===== config.mk =====
export PLATFORM = sky130hd
export DESIGN_NAME = hmem_arbiter
export DESIGN_NICKNAME = d
export VERILOG_FILES = /design/src/rtl/hmem_arbiter.sv
export SDC_FILE = /design/constraint.sdc
export NUM_CORES = 1
export LEC_CHECK = 0
export BUFFER_PORTS_ARGS = -buffer_cell sky130_fd_sc_hd__buf_2
export CAP_MARGIN = 25
export CORE_AREA = 2 2 94 96
export DETAILED_ROUTE_END_ITERATION = 16
export DIE_AREA = 0 0 96 98
export HOLD_SLACK_MARGIN = 0.08
export PLACE_DENSITY = 0.6
export SLEW_MARGIN = 40
export SYNTH_ARGS = -nofsm -noshare
export SYNTH_HDL_FRONTEND = slang
export SYNTH_SLANG_ARGS = --single-unit

===== constraint.sdc =====
create_clock -name clk -period 4.11 [get_ports clk]
set_input_delay 0 -clock clk [delete_from_list [all_inputs] [get_ports clk]]
set_output_delay 0 -clock clk [all_outputs]
set_load 0.02 [all_outputs]

===== src/rtl/hmem_arbiter.sv =====
// hmem_arbiter: shares one downstream hmem port between the I-cache (index 0) and the
// D-cache (index 1), holding each grant for a whole burst. Define HMEM_ARB_PERF_EN for perf counters.
package hmem_pkg;

    typedef enum logic {
        MEM_LOAD  = 1'b0,
        MEM_STORE = 1'b1
    } memory_operation_e;

    typedef enum logic [1:0] {
        MEM_SIZE_BYTE = 2'd0,
        MEM_SIZE_HALF = 2'd1,
        MEM_SIZE_WORD = 2'd2
    } memory_operation_size_e;

endpackage

module hmem_arbiter
    import hmem_pkg::*;
#(
    parameter int XLEN      = 32,
    parameter int MAX_BURST = 8
) (
    input  logic                   clk,
    input  logic                   reset_n,

    input  logic [1:0]             req_valid,
    input  logic [1:0]             req_lock,
    input  memory_operation_e      req_operation_0,
    input  memory_operation_e      req_operation_1,
    input  memory_operation_size_e req_size_0,
    input  memory_operation_size_e req_size_1,
    input  logic [XLEN-1:0]        req_address_0,
    input  logic [XLEN-1:0]        req_address_1,
    input  logic [XLEN-1:0]        req_store_word_1,
    output logic [1:0]             req_fulfilled,
    output logic [XLEN-1:0]        req_loaded_word,

    output logic                   mem_valid,
    output memory_operation_e      mem_operation,
    output memory_operation_size_e mem_size,
    output logic [XLEN-1:0]        mem_address,
    output logic [XLEN-1:0]        mem_store_word,
    input  logic                   mem_fulfilled,
    input  logic [XLEN-1:0]        mem_loaded_word,

    output logic                   grant_owner,
    output logic                   grant_active
`ifdef HMEM_ARB_PERF_EN
    ,
    output logic [XLEN-1:0]        perf_grant_count,
    output logic [XLEN-1:0]        perf_contention_cycles
`endif
);

    localparam int BEATS_W = $clog2(MAX_BURST + 1);
    localparam logic [BEATS_W-1:0] BEATS_LAST = BEATS_W'(MAX_BURST - 1);

    typedef enum logic {
        ST_IDLE  = 1'b0,
        ST_OWNED = 1'b1
    } state_e;

    state_e             state_q, state_d;
    logic               owner_q, owner_d;
    logic               last_owner_q, last_owner_d;
    logic [BEATS_W-1:0] beats_q, beats_d;

    logic owner_valid;
    logic owner_lock;
    logic other_valid;
    logic cap_hit;

    assign owner_valid = req_valid[owner_q];
    assign owner_lock  = req_lock[owner_q];
    assign other_valid = req_valid[~owner_q];
    // beats saturates at MAX_BURST-1 for a lone locked owner, so a late-arriving
    // competitor still forces a release on the very next beat.
    assign cap_hit     = (beats_q == BEATS_LAST);

    // NOTE: every variable written here gets a default first, so no path can infer a latch.
    always_comb begin
        state_d      = state_q;
        owner_d      = owner_q;
        last_owner_d = last_owner_q;
        beats_d      = beats_q;

        unique case (state_q)
            ST_IDLE: begin
                if (|req_valid) begin
                    state_d = ST_OWNED;
                    beats_d = '0;
                    owner_d = (&req_valid) ? ~last_owner_q : req_valid[1];
                end
            end

            ST_OWNED: begin
                if (mem_fulfilled) begin
                    if (!owner_lock || (cap_hit && other_valid)) begin
                        state_d      = ST_IDLE;
                        last_owner_d = owner_q;
                        beats_d      = '0;
                    end else if (!cap_hit) begin
                        beats_d = beats_q + 1'b1;
                    end
                end else if (!owner_valid && !owner_lock) begin
                    // Owner withdrew without a lock: give the port back.
                    state_d      = ST_IDLE;
                    last_owner_d = owner_q;
                    beats_d      = '0;
                end
            end

            default: state_d = ST_IDLE;
        endcase
    end

    // NOTE: the handshake outputs are masked by reset_n so a burst stops driving the
    // port in the very cycle reset is asserted, not one edge later.
    always_comb begin
        mem_valid      = 1'b0;
        req_fulfilled  = 2'b00;
        mem_operation  = MEM_LOAD;
        mem_size       = MEM_SIZE_WORD;
        mem_address    = '0;
        mem_store_word = '0;

        if (state_q == ST_OWNED) begin
            mem_operation  = owner_q ? req_operation_1 : req_operation_0;
            mem_size       = owner_q ? req_size_1      : req_size_0;
            mem_address    = owner_q ? req_address_1   : req_address_0;
            mem_store_word = owner_q ? req_store_word_1 : '0;
            if (reset_n) begin
                mem_valid              = owner_valid;
                req_fulfilled[owner_q] = mem_fulfilled;
            end
        end
    end

    assign req_loaded_word = mem_loaded_word;
    assign grant_active    = (state_q == ST_OWNED);
    assign grant_owner     = owner_q;

    // NOTE: state registers use non-blocking assignments so every flop samples pre-edge values.
    always_ff @(posedge clk) begin
        if (!reset_n) begin
            state_q      <= ST_IDLE;
            owner_q      <= 1'b0;
            last_owner_q <= 1'b1;
            beats_q      <= '0;
        end else begin
            state_q      <= state_d;
            owner_q      <= owner_d;
            last_owner_q <= last_owner_d;
            beats_q      <= beats_d;
        end
    end

`ifdef HMEM_ARB_PERF_EN
    logic [XLEN-1:0] grant_count_q;
    logic [XLEN-1:0] contention_q;

    always_ff @(posedge clk) begin
        if (!reset_n) begin
            grant_count_q <= '0;
            contention_q  <= '0;
        end else begin
            if ((state_q == ST_IDLE) && (state_d == ST_OWNED) && (grant_count_q != '1)) begin
                grant_count_q <= grant_count_q + 1'b1;
            end
            if ((state_q == ST_OWNED) && other_valid && (contention_q != '1)) begin
                contention_q <= contention_q + 1'b1;
            end
        end
    end

    assign perf_grant_count       = grant_count_q;
    assign perf_contention_cycles = contention_q;
`endif

endmodule


---- Word-level counts from Yosys, hierarchy flattened ----
Cells that the tools add are included.
storage, ports and cells
  output and inout bits ................... 104
  register bits after elaboration ......... 7
  bits of input ports ..................... 141
  logic and storage cells ................. 64
cells by class
  reductions and logical operators ........ 12
  muxes and demuxes ....................... 35
  $lt $le $gt $ge ......................... 3
  equal/unequal tests ..................... 5
  bitwise gates (word level) .............. 4
  add/subtract/negate cells ............... 1
operators by type and width
  kind                                                      count
  2-to-1 mux 32 bit                                         4
  2-to-1 mux 4 bit                                          5
  2-to-1 mux 1 bit                                          19
  2-to-1 mux 2 bit                                          4
  case mux 4 bit (2 select lines)                           1
  AND reduction 3 bit                                       2
  adder 4 x 1 -> 4 bit, second input constant               1
  equality test 4 x 3 -> 1 bit, second input constant       1
  < comparator 1 x 2 -> 1 bit, second input constant        2
  inequality test 4 x 3 -> 1 bit, second input constant     1
  AND reduction 2 bit                                       2
  logical AND 1 bit                                         3
  inequality test 3 x 2 -> 1 bit, second input constant     1
  NOT 1 bit                                                 3
  bitwise AND 2 bit                                         1
  zero test 1 bit                                           2
  inequality test 2 x 1 -> 1 bit, second input constant     1
  inequality test 2 bit, second input constant              1
  case mux 1 bit (2 select lines)                           1
  nonzero test 2 bit                                        1
  OR reduction 2 bit                                        1
  demux 1 bit (select 1 bit)                                1
  greater-or-equal comparator 1 bit, second input constant  1
  logical OR 1 bit                                          1

---- Longest topological paths before layout ----
  word-level depth ........................ 8
  depth in mapped cells ................... 5
  depth with buffers taken out ............ 5

---- Worst setup path before layout ----
Ideal clock, no wire load.
  path type ............................... flip-flop to flip-flop
  start point ............................. register owner_q (netlist: grant_owner)
  end point ............................... register beats_q[1]
  cell stages (with the launch flop) ...... 5
  period minus slack after synthesis ...... 1.560 ns
  data required time ...................... 3.994 ns
  data arrival time ....................... 1.444 ns
  path buffers ............................ 0
  slack ................................... 2.550 ns
  setup time .............................. 0.116 ns
  cells stage by stage .................... dfxtp_1 mux2_4 and3_1 a31o_1 a31o_1
between the ends
  cells in the longest elaborated chain, start to end .. 7
  elaborated cells between the ends (all ways) .. 17
  those cells by class .................... eq/ne: 2; mux: 9; reduce/logical: 6
ends and longest elaborated chain
  element                                                   RTL line  RTL
  start: declaration                                        65        logic owner_q, owner_d;
  start signal: assignment                                  153       owner_q <= owner_d;
  2-to-1 mux 1 bit, on equally long branches (2 in series)  75, 76
  zero test 1 bit or logical AND 1 bit (tied branches)      99, 106
  logical OR 1 bit                                          99        if (!owner_lock || (cap_hit && other_valid)) begin
  2-to-1 mux 4 bit                                          99
  2-to-1 mux 4 bit                                          98        if (mem_fulfilled) begin
  case mux 4 bit (2 select lines)                           88        unique case (state_q)
  end signal: assignment                                    155       beats_q <= beats_d;
  end: declaration                                          67        logic [BEATS_W-1:0] beats_q, beats_d;
Several ways; a longest one is shown, not always the timed one. The select of a mux whose other input is x is not followed.
A chain may end at the register's enable or synchronous reset.

---- Worst setup path in the final report ----
  start point ............................. register state_q (netlist: grant_active)
  end point ............................... register beats_q[2]
between the ends
  cells in the longest elaborated chain, start to end .. 3
  elaborated cells between the ends (all ways) .. 6
  those cells by class .................... eq/ne: 3; mux: 1; bitwise: 1; reduce/logical: 1
ends and longest elaborated chain
  element                                 RTL line  RTL
  start: declaration                      64        state_e state_q, state_d;
  start signal: assignment                152       state_q <= state_d;
  NOT 1 bit (no source line)              n/a
  inequality test 2 bit (no source line)  n/a
  AND reduction 3 bit (no source line)    n/a
Several ways; a longest one is shown, not always the timed one.

==> results.ini <==
[global_routing]
grt_pass1_vias = 1828
grt_usage_pct = 10.5
grt_max_degree = 78
grt.overflow.total = 0
grt_pass1_wl_mm = 8.24
antenna_found_initial = 1

[power_and_ir_drop]
leakagePower_nw = 1.50
seqPwrFrac_pct = 19.1
combPwrFrac_pct = 58.6
clockPowerShare_pct = 22.3
p_int_w = 0.000256
power_density_nw_per_um2 = 174
p_sw_share_pct = 42.6
peakVddDrop_uv = 134
p_sw_w = 0.000190

[timing]
worst_pin_slew_ns = 0.589
fin_crit_sh_pct = 50.9
slew_violations = 0
worst_hold_slack_ns = 0.107
slew_headroom_pct = 60.7
setup-tns-final_ns = 0
fmax_ghz = 0.478
fin_worst_skew_ns = 0.00265
setup_viol = 0
rsz0062_at_grt = false
final_hold_viol_count = 0
final.setup.worst_slack_ns = 2.02
period_needed_ns = 2.09

[detailed_routing]
wl_per_cell_um = 12.1
drtIter0Drc = 52
vias = 2055
wirelength_mm = 5.82
ant_nets = 0
drc_errors = 0
firstDrtPassIters = 4
vias_per_cell = 4.28

[placement]
dp_cells = 442
dp_hpwl_mm = 4.36
portBuffers = 180
post_dp_cell_area_um2 = 2170
pre_cts_ws_ns = 1.98
routabilityCongestion = 0.921

[yosys]
yosys.area.top_type = mux2i_1
synthTopCellsByArea = mux2i_1 26%, buf_4 17%, and3_1 15%
synth_top_area_share_pct = 25.8
syn_inst = 202
synth_cell_types = 34
avgSynthCellArea_um2 = 7.10
ys_ff_latch = 7
synthesis.nets = 344
yosys_warnings = 0
syn-cell-area_um2 = 1440
ys_seq_area_share_pct = 9.76

[outcome]
outcome = complete, no violations

[worst_setup_path]
path_max_fanout = 43
path_class = reg2reg
crit_chain = inv_2 > o41ai_2 > a31o_1 > o221a_1
slowest_stage = dfxtp_2
crit_path_max_incr_delay_ns = 0.70
required_ns = 4.28
startpoint_type = flip-flop
cp.arrival_ns = 2.27
cp-end-kind = flip-flop

[clocking]
cts_tree = built
clkSinkCount = 7
htreeDepth = 1
cts_root_buf = clkbuf_8
cts_max_path_buffers = 2
cts_made_buffers = 3
post_cts_resized = 0
clkLatencyLatePin_ns = 0.23
cts_setup_buffers = 0
clk_pin_slew_worst_paths_ns = 0.04

[finish]
n_antenna_cell = 0
seqCellArea_um2 = 145
drive_gt1_share_pct = 51.1
finalNonFillerCells = 480
multi_input_area_um2 = 970
fill_cells = 922
syn_to_final_growth_pct = 78.7
design_area_um2 = 2560
final_nets = 515

[die]
rows = 34
core_area_um2 = 8470
die_h_um = 98
ios = 245
start_util_pct = 17.0
die_area_um2 = 9410
die_w_um = 96

[worst_hold_path]
hold_class = in2reg

[job]
cap_violations = 0

-- worst max-delay path, delay by kind of cell, from the launching register on --
| kind | cells | cell delay [ns] |
|---|---|---|
| flops | 1 | 0.70 |
| buf+inv | 1 | 0.41 |
| compound gates | 3 | 0.92 |
-- state kept, by name, summed over array words and instances, names as in the netlist --
signal        cells
beats_q           4
grant_active      1
grant_owner       1
last_owner_q      1
-- timing repair --
item,4_1_cts,5_1_grt
endpoints found under the setup margin,0,0
hold buffers,33,0
endpoints found under the hold margin,34,0
-- logic make-up after synthesis --
family / Yosys count / synth area share (%)
mux: 38 / 26.9
fa+ha+maj: 1 / 0.872
flops: 7 / 9.76
simple gates: 90 / 32.8
buf+inv: 53 / 22.7
compound gates: 13 / 7.06
-- cells in the final DEF (no fill, tap or decap), drive strengths merged --
cell type	n
nor3b	2
o221a	1
nand3	3
a31o	2
nor2	36
mux2i	37
ha	1
nor4	1
or4	1
and4	1
and2	1
o21ai	4
dfxtp	7
buf	181
clkbuf	4
o41ai	1
o211ai	2
and3b	1
nand4	1
nand3b	1
dlygate4sd3	33
nand2	5
a31oi	1
or3	2
a21oi	1
mux2	1
inv	5
o211a	1
and3	34
nor3	1
-- power by group through the flow --
stage          Sequential, W   Clock, W  Combinational (W)
3_3_place_gp       0.0000954          0           0.000199
5_1_grt            0.0000875   0.000106           0.000285
4_1_cts            0.0000956   0.000102           0.000251
3_5_place_dp       0.0000967          0           0.000202
2_1_floorplan      0.0000767          0           0.000173
6_report           0.0000855  0.0000994           0.000262
-- layout make-up --
cell class | instances | area share (%)
timing repair buffer | 214 | 48.8
multi-input combinational | 142 | 37.8
sequential | 7 | 5.66
tap | 108 | 5.27
clock buffer | 4 | 1.76
inverter | 5 | 0.732
-- metrics by stage --
step | total power (W) | utilization [%]
after global routing | 0.000478 | 30.3
after detailed placement | 0.000299 | 25.6
after global placement | 0.000294 | 25.6
after floorplan | 0.000250 | -
final | 0.000447 | 30.3
after CTS | 0.000449 | 30.1
-- worst paths after layout --
kind	start	end	slack [ns]	cells after the start
worst max-delay path	grant_active	beats_q[2]	2.02	4
worst min-delay path	req_valid[1]	grant_owner	0.11	3
worst max register to register	grant_active	beats_q[2]	2.02	4
worst min register to register	last_owner_q	last_owner_q	0.50	2
-- Yosys cell counts --
cell	n
mux2i_1	37
nor2_1	36
and3_1	34
buf_4	32
clkbuf_1	10
dfxtp_1	7
buf_2	5
nand2_1	5
inv_1	4
a31o_1	2
nand3_1	2
nor3b_1	2
o211ai_1	2
o21ai_0	2
o21ai_1	2
or3_1	2
a21oi_1	1
a31oi_1	1
and2_1	1
and3b_1	1
and4_1	1
buf_1	1
ha_1	1
inv_2	1
mux2_4	1
nand3_2	1
nand3b_1	1
nand4_1	1
nor3_1	1
nor4_1	1
o211a_1	1
o221a_1	1
o41ai_2	1
or4_1	1
-- per-layer routing --
| metal | track usage, % | wire, um |
|---|---|---|
| met5 | 0 | 16 |
| met4 | 1.76 | 67 |
| met3 | 2.93 | 615 |
| met2 | 18.2 | 2760 |
| met1 | 12.9 | 2360 |
Power figures use the tool's default switching activity.
